File: src/rtl/friscv_irq_arbiter_pkg.sv
// Shared constants, FSM state type and priority encoder for the machine-mode interrupt arbiter.
// Bit positions follow the RISC-V mip/mie layout; codes are the mcause exception codes.
package friscv_h;

    localparam int MSIP_BIT = 3;
    localparam int MTIP_BIT = 7;
    localparam int MEIP_BIT = 11;

    localparam int IRQ_CODE_MSI = 3;
    localparam int IRQ_CODE_MTI = 7;
    localparam int IRQ_CODE_MEI = 11;

    typedef enum logic [1:0] {
        IDLE = 2'd0,
        REQ  = 2'd1,
        TRAP = 2'd2
    } irq_state_e;

    // Fixed priority: external > software > timer.
    function automatic logic [3:0] irq_code(input logic mei, input logic msi, input logic mti);
        if (mei)      return 4'(IRQ_CODE_MEI);
        else if (msi) return 4'(IRQ_CODE_MSI);
        else if (mti) return 4'(IRQ_CODE_MTI);
        else          return 4'd0;
    endfunction

endpackage

File: src/rtl/friscv_bit_sync.sv
// N-flop level synchronizer, synchronous active-low reset to 0.
// Latency STAGES cycles; no backpressure (free-running shift chain).
module friscv_bit_sync #(
    parameter int STAGES = 2
) (
    input  logic aclk,
    input  logic srst,
    input  logic d_i,
    output logic q_o
);

    logic [STAGES-1:0] sync_q;

    always_ff @(posedge aclk) begin
        if (!srst) begin
            sync_q <= '0;
        end else begin
            sync_q[0] <= d_i;
            for (int i = 1; i < STAGES; i++) begin
                sync_q[i] <= sync_q[i-1];
            end
        end
    end

    assign q_o = sync_q[STAGES-1];

endmodule

File: src/rtl/friscv_irq_arbiter.sv
// Machine interrupt arbiter: registers sources into mip, masks, picks one by fixed priority and
// issues it as a valid/ready trap request (1 cycle after mip); request held until ready, then blocked until mret.
module friscv_irq_arbiter
    import friscv_h::*;
#(
    parameter int XLEN     = 32,
    parameter int EXT_SYNC = 1
) (
    input  logic            aclk,
    input  logic            srst,
    input  logic            sw_irq,
    input  logic            timer_irq,
    input  logic            ext_irq,
    input  logic            mstatus_mie,
    input  logic [XLEN-1:0] mie,
    input  logic            mret,
    output logic [XLEN-1:0] mip,
    output logic            irq_valid,
    input  logic            irq_ready,
    output logic [XLEN-1:0] irq_cause,
    output logic            in_trap,
    output logic [31:0]     irq_count
);

    irq_state_e      state_q, state_d;
    logic [XLEN-1:0] mip_q, mip_d;
    logic [XLEN-1:0] cause_q, cause_d;
    logic [31:0]     irq_count_q, irq_count_d;
    logic [XLEN-1:0] enabled;
    logic [3:0]      code;
    logic            ext_lvl;

    generate
        if (EXT_SYNC != 0) begin : g_ext_sync
            friscv_bit_sync #(.STAGES(2)) u_ext_sync (
                .aclk (aclk),
                .srst (srst),
                .d_i  (ext_irq),
                .q_o  (ext_lvl)
            );
        end else begin : g_ext_direct
            assign ext_lvl = ext_irq;
        end
    endgenerate

    always_comb begin
        mip_d           = '0;
        mip_d[MSIP_BIT] = sw_irq;
        mip_d[MTIP_BIT] = timer_irq;
        mip_d[MEIP_BIT] = ext_lvl;
    end

    assign enabled = mip_q & mie & {XLEN{mstatus_mie}};
    assign code    = irq_code(enabled[MEIP_BIT], enabled[MSIP_BIT], enabled[MTIP_BIT]);

    always_ff @(posedge aclk) begin
        if (!srst) begin
            state_q     <= IDLE;
            mip_q       <= '0;
            cause_q     <= '0;
            irq_count_q <= '0;
        end else begin
            state_q     <= state_d;
            mip_q       <= mip_d;
            cause_q     <= cause_d;
            irq_count_q <= irq_count_d;
        end
    end

    always_comb begin
        state_d = state_q;
        case (state_q)
            IDLE:    if (|enabled) state_d = REQ;
            REQ:     if (irq_ready) state_d = TRAP;
            TRAP:    if (mret) state_d = IDLE;
            default: state_d = IDLE;
        endcase
    end

    // Cause is only captured when leaving IDLE, so a later higher-priority source cannot retarget a pending request.
    always_comb begin
        cause_d     = cause_q;
        irq_count_d = irq_count_q;
        if (state_q == IDLE && |enabled) begin
            cause_d = {1'b1, {(XLEN-5){1'b0}}, code};
        end
        if (state_q == REQ && irq_ready) begin
            irq_count_d = irq_count_q + 32'd1;
        end
    end

    always_comb begin
        irq_valid = (state_q == REQ);
        in_trap   = (state_q == TRAP);
    end

    assign mip       = mip_q;
    assign irq_cause = cause_q;
    assign irq_count = irq_count_q;

endmodule

File: config.mk
export PLATFORM = sky130hd
export DESIGN_NAME = friscv_irq_arbiter
export DESIGN_NICKNAME = d
export VERILOG_FILES = /design/src/rtl/friscv_irq_arbiter_pkg.sv /design/src/rtl/friscv_bit_sync.sv /design/src/rtl/friscv_irq_arbiter.sv
export SDC_FILE = /design/constraint.sdc
export NUM_CORES = 1
export LEC_CHECK = 0
export CORE_MARGIN = 2
export CORE_UTILIZATION = 38
export CTS_CLUSTER_SIZE = 16
export DETAILED_ROUTE_END_ITERATION = 8
export HOLD_SLACK_MARGIN = 0.02
export PLACE_DENSITY_LB_ADDON = 0.15
export SYNTH_ARGS = -nofsm -noshare
export SYNTH_HDL_FRONTEND = slang
export SYNTH_SLANG_ARGS = --single-unit
File: constraint.sdc
create_clock -name aclk -period 2 [get_ports aclk]
set_input_delay 0.4 -clock aclk [delete_from_list [all_inputs] [get_ports aclk]]
set_output_delay 0.4 -clock aclk [all_outputs]
set_load 0.005 [all_outputs]
# Word level (Yosys, flattened, before mapping)
# Cells that the tools add are included.
[op_classes] muxes=7 n_eq_ne=5 bitwise=2 reduce_logical=5 addsub=1
[op_table] cell="$and A32 B32 Y32" n=2
[op_table] cell="$add A32 B1 Y32 const B" n=1
[op_table] cell="$reduce_or A32 Y1" n=1
[op_table] cell="$mux W2" n=3
[op_table] cell="$mux W3" n=2
[op_table] cell="$pmux W2 S3" n=1
[op_table] cell="$mux W4" n=1
[op_table] cell="$ne A2 B2 Y1 const B" n=2
[op_table] cell="$reduce_and A3 Y1" n=1
[op_table] cell="$eq A2 B1 Y1 const B" n=1
[op_table] cell="$eq A2 B2 Y1 const B" n=1
[op_table] cell="$logic_and A1 B1 Y1" n=2
[op_table] cell="$logic_not A2 Y1" n=1
[op_table] cell="$ne A2 B1 Y1 const B" n=1
[totals] reg_bits=73 out_inout_bits=98

# Depth between registers and ports, before layout
# Gate-level depths: netlist of the first run.
[depth] depth_word=5 ltp_mapped=6

# Hierarchy
# A second synthesis of the first run with hierarchy kept.
[hier_totals] hier_cells=274 area_unflattened_um2=2359.8
[modules_own_cells] mod="friscv_irq_arbiter" cells_per_inst=270 seq_area_each_um2=820.8 area_each_um2=2307.2 instances=1
[modules_own_cells] mod="friscv_bit_sync" cells_per_inst=4 seq_area_each_um2=40.0 area_each_um2=52.6 instances=1

# Worst setup path before layout of the first run
# No wires, ideal clock.
[synth_path] path_type="flip-flop to flip-flop" startpoint="reg irq_count_q[0] (netlist: irq_count[0])" endpoint="reg irq_count_q[24] (netlist: irq_count[24])" required_time_ns=1.930 n_path_buf=1 arrival_ns=1.653 setup_ns=0.070 synth_period_minus_slack_ns=1.723 setup_slack_ns=0.277 path_stages_with_launch=7 path_cell_list="dfxtp_1 -> ha_1 -> and2_1 -> clkbuf_1 -> nand4_1 -> or4_1 -> a21oi_1"
[synth_via] elab_chain_cells=1
[synth_rtl] item="start: declaration" line_no="friscv_irq_arbiter.sv:28" source="logic [31:0] irq_count_q, irq_count_d;"
[synth_rtl] item="start signal: assignment" line_no="friscv_irq_arbiter.sv:66" source="irq_count_q <= irq_count_d;"
[synth_rtl] item="$add A32 B1 Y32" line_no="friscv_irq_arbiter.sv:88" source="irq_count_d = irq_count_q + 32'd1;"
# Every way passes these cells.
# A chain may end at the register's enable or synchronous reset.

# Worst setup path after layout of the first run
[layout_path] startpoint="reg state_q[1]" endpoint="out in_trap"
[layout_via] elab_chain_cells=1
[layout_rtl] item="start: declaration" line_no="friscv_irq_arbiter.sv:25" source="irq_state_e state_q, state_d;"
[layout_rtl] item="start signal: assignment" line_no="friscv_irq_arbiter.sv:63" source="state_q <= state_d;"
[layout_rtl] item="$eq A2 B2 Y1" line_no="friscv_irq_arbiter.sv:94" source="in_trap = (state_q == TRAP);"
[layout_rtl] item="end: declaration" line_no="friscv_irq_arbiter.sv:21" source="output logic in_trap,"
# Every way passes these cells.

==> impl_metrics.yaml, run 1 <==
sta:
  setup_viol: 0
  max_freq_mhz: 543.9
  period_minus_slack_ns: 1.838
  finalMaxSlewViolations: 0
  finClkSkew_ns: 0.004815
  fin_crit_sh_pct: 91.92
  hold_violations: 0
  tns_ns: 0
  rsz0062_at_grt: "false"
detailed_routing:
  viasPerCell: 4.766
  drtPass1Iterations: 4
  postRouteWirelength_um: 4848
  drt.antenna.violating_nets: 0
  routedWlPerCell_um: 11.60
  drc_errors: 0
  drtIter0Drc: 56
  vias: 1992
final_layout:
  instances_no_fill: 418
  nets: 383
  insertedDiodeCount: 0
  area_growth_pct: 22.66
  layout-drive-gt1-share_pct: 7.872
  design_area_um2: 2953
  utilization_pct: 49.00
logic_synthesis:
  synth_most_common_cell: "buf_4"
  synth_cell_type_count: 38
  synth_cells: 282
  synth_area_um2: 2407
  ys_seq_elements: 43
  ys_seq_area_share_pct: 35.76
  synthFlopType: "dfxtp_1"
  avgSynthCellArea_um2: 8.537
  synth_top_cells_by_count: "buf_4, dfxtp_1, a21oi_1, nand2_1, nor2_1"
  yosysWarnings: 0
  synth_edf_count: 0
  synth.top_cell.area_share_pct: 35.76
  yosysTopAreaCell: "dfxtp_1"
  async_flop_share_pct: 0
  synthTopCellsByArea: "dfxtp_1, buf_4, a21oi_1"
pwr:
  leakage_nw: 1.120
  vdd_drop_max_uv: 334.1
  power.total_mw: 1.594
  pwr_density_cell_nw_per_um2: 539.9
clocking:
  cts_buffers: 5
  clk_pin_slew_ns: 0.08
  clockRootBuffer: "clkbuf_8"
  ctsHoldBuffers: 0
  cts_resized: 0
  cts_tree: "built"
  clock_latency_ns: 0.29
  cts_sinks: 43
  post_cts_buffers: 0
  h-tree-depth: 2
  cts_buffer_depth: 2
floorplanning:
  coreArea_um2: 6026
  num_io_pins: 138
  start_util_pct: 39.95
  rows: 28
  die_w_um: 83.59
  fp.dieArea_um2: 6987
  die_h_um: 83.59
global_route:
  grt_pass1_wl_um: 8073
  grt_usage_pct: 13.94
  antenna_found_initial: 0
  overflow: 0
  grt_pass1_vias: 1737
  grt_max_degree: 27
setup_path:
  crit_type: "reg -> out"
  crit_chain: "nor2b_1 > clkdlybuf4s50_1"
  start_kind: "flop"
  crit_start: "state_q[1]$_SDFFE_PN0P_"
  slowest_stage: "clkdlybuf4s50_1"
  path_buf_inv: 1
  cp_top_family: "buffers and inverters"
  rr_startpoint: "irq_count[9]$_SDFFE_PN0P_"
  worstPathRequired_ns: 1.60
  crit_path_max_incr_delay_ns: 0.52
  critical_path.endpoint_type: "primary output"
  path_max_fanout: 7
  cp.arrival_ns: 1.44
placed_design:
  dpl.cell_count: 410
  numPortBuffers: 52
  place_area_um2: 2848
  dp_hpwl_um: 3632
  place_congestion: 0.7472
flow_run:
  cap_violations: 0
outcome:
  status: "finished, final reports clean"
hold_path:
  holdCritPathClass: "reg -> reg"
  min_from: "g_ext_sync.u_ext_sync.sync_q[0]$_SDFF_PN0_"
==> area by class of cell <==
cell class                 instances  area (um2)
clock buffer                       8       100.1
sequential                        43       862.1
inverter                           7       26.28
tap                               75       93.84
fill                             628        3073
timing repair buffer              67       633.1
multi-input combinational        218        1237
==> where the power goes <==
group | leakage [nW] | total [mW] | switching, mW | internal, mW
Combinational | 0.720 | 0.114 | 0.0612 | 0.0523
Sequential | 0.348 | 0.876 | 0.00866 | 0.867
Clock | 0.0515 | 0.605 | 0.290 | 0.315
Total | 1.12 | 1.59 | 0.360 | 1.23
==> cells in the final DEF (no fill, tap or decap), drive strengths merged <==
cell	count
a2111oi	1
a21oi	18
a22o	1
a311oi	1
and2	10
and3	6
and4	5
and4b	1
buf	15
clkbuf	8
clkdlybuf4s50	52
conb	56
dfxtp	43
ha	1
inv	7
mux2i	5
nand2	18
nand2b	7
nand3	11
nand4	11
nor2	12
nor2b	3
nor3	1
nor4	6
o21a	3
o21ai	4
o311ai	1
o31a	1
o31ai	10
o41ai	1
or3	4
or4	9
xnor2	1
xor2	10
==> worst reg2reg max path, delay by kind of cell (launching register included) <==
kind / cells / cell delay (ns)
flops: 1 / 0.39
compound gates: 1 / 0.14
simple gates: 3 / 1.19
==> path summary, 6_finish.rpt <==
check                                               endpoint  slack, ns  cells past startpoint
setup / recovery                                     in_trap       0.16                      2
hold / removal    g_ext_sync.u_ext_sync.sync_q[1]$_SDFF_PN0_       0.44                      1
setup reg to reg                  irq_count[28]$_SDFFE_PN0P_       0.21                      4
hold reg to reg   g_ext_sync.u_ext_sync.sync_q[1]$_SDFF_PN0_       0.44                      1
==> through the flow <==
step / hold slack [ns] / setup WS [ns]
2_1_floorplan: 0.4119 / 0.2768
5_1_grt: 0.4701 / 0.03433
3_5_place_dp: 0.4207 / -0.1894
4_1_cts: 0.4428 / 0.01502
6_report: 0.4376 / 0.1616
3_3_place_gp: 0.4181 / -0.1950
==> sequential cells by signal, indices dropped and copies added (netlist names) <==
signal,count
irq_count,32
irq_cause,4
mip,3
state_q,2
g_ext_sync.u_ext_sync.sync_q,2
==> routing by layer <==
metal / wire (um) / share of wire, % / track usage [%]
met3: 277 / 5.7 / 3.660
met1: 2230 / 46 / 17.38
met4: 53 / 1.1 / 4.399
met2: 2287 / 47 / 23.42
met5: 0 / 0 / 0
==> cell families (layout without fill, tap and decap cells) <==
family          count (synthesis)  in the layout  share of synthesized area, %
simple gates                  104            104                         25.10
buf+inv                        76             82                         21.57
flops                          43             43                         35.76
compound gates                 41             41                         10.81
xor+xnor                       11             11                         4.002
mux                             5              5                         2.079
fa+ha+maj                       1              1                        0.5197
other cells                     1             56                        0.1558
No activity file was read; power rests on OpenSTA's default activity.
==> run 2: changes to the inputs <==
--- a/config.mk
+++ b/config.mk
@@ -7,7 +7,6 @@
 export LEC_CHECK = 0
 export CORE_MARGIN = 2
 export CORE_UTILIZATION = 38
-export CTS_CLUSTER_SIZE = 16
 export DETAILED_ROUTE_END_ITERATION = 8
 export HOLD_SLACK_MARGIN = 0.02
 export PLACE_DENSITY_LB_ADDON = 0.15
==> results of run 2 <==
Same layout as run 1: the final DEF is identical, and so are final timing and power.
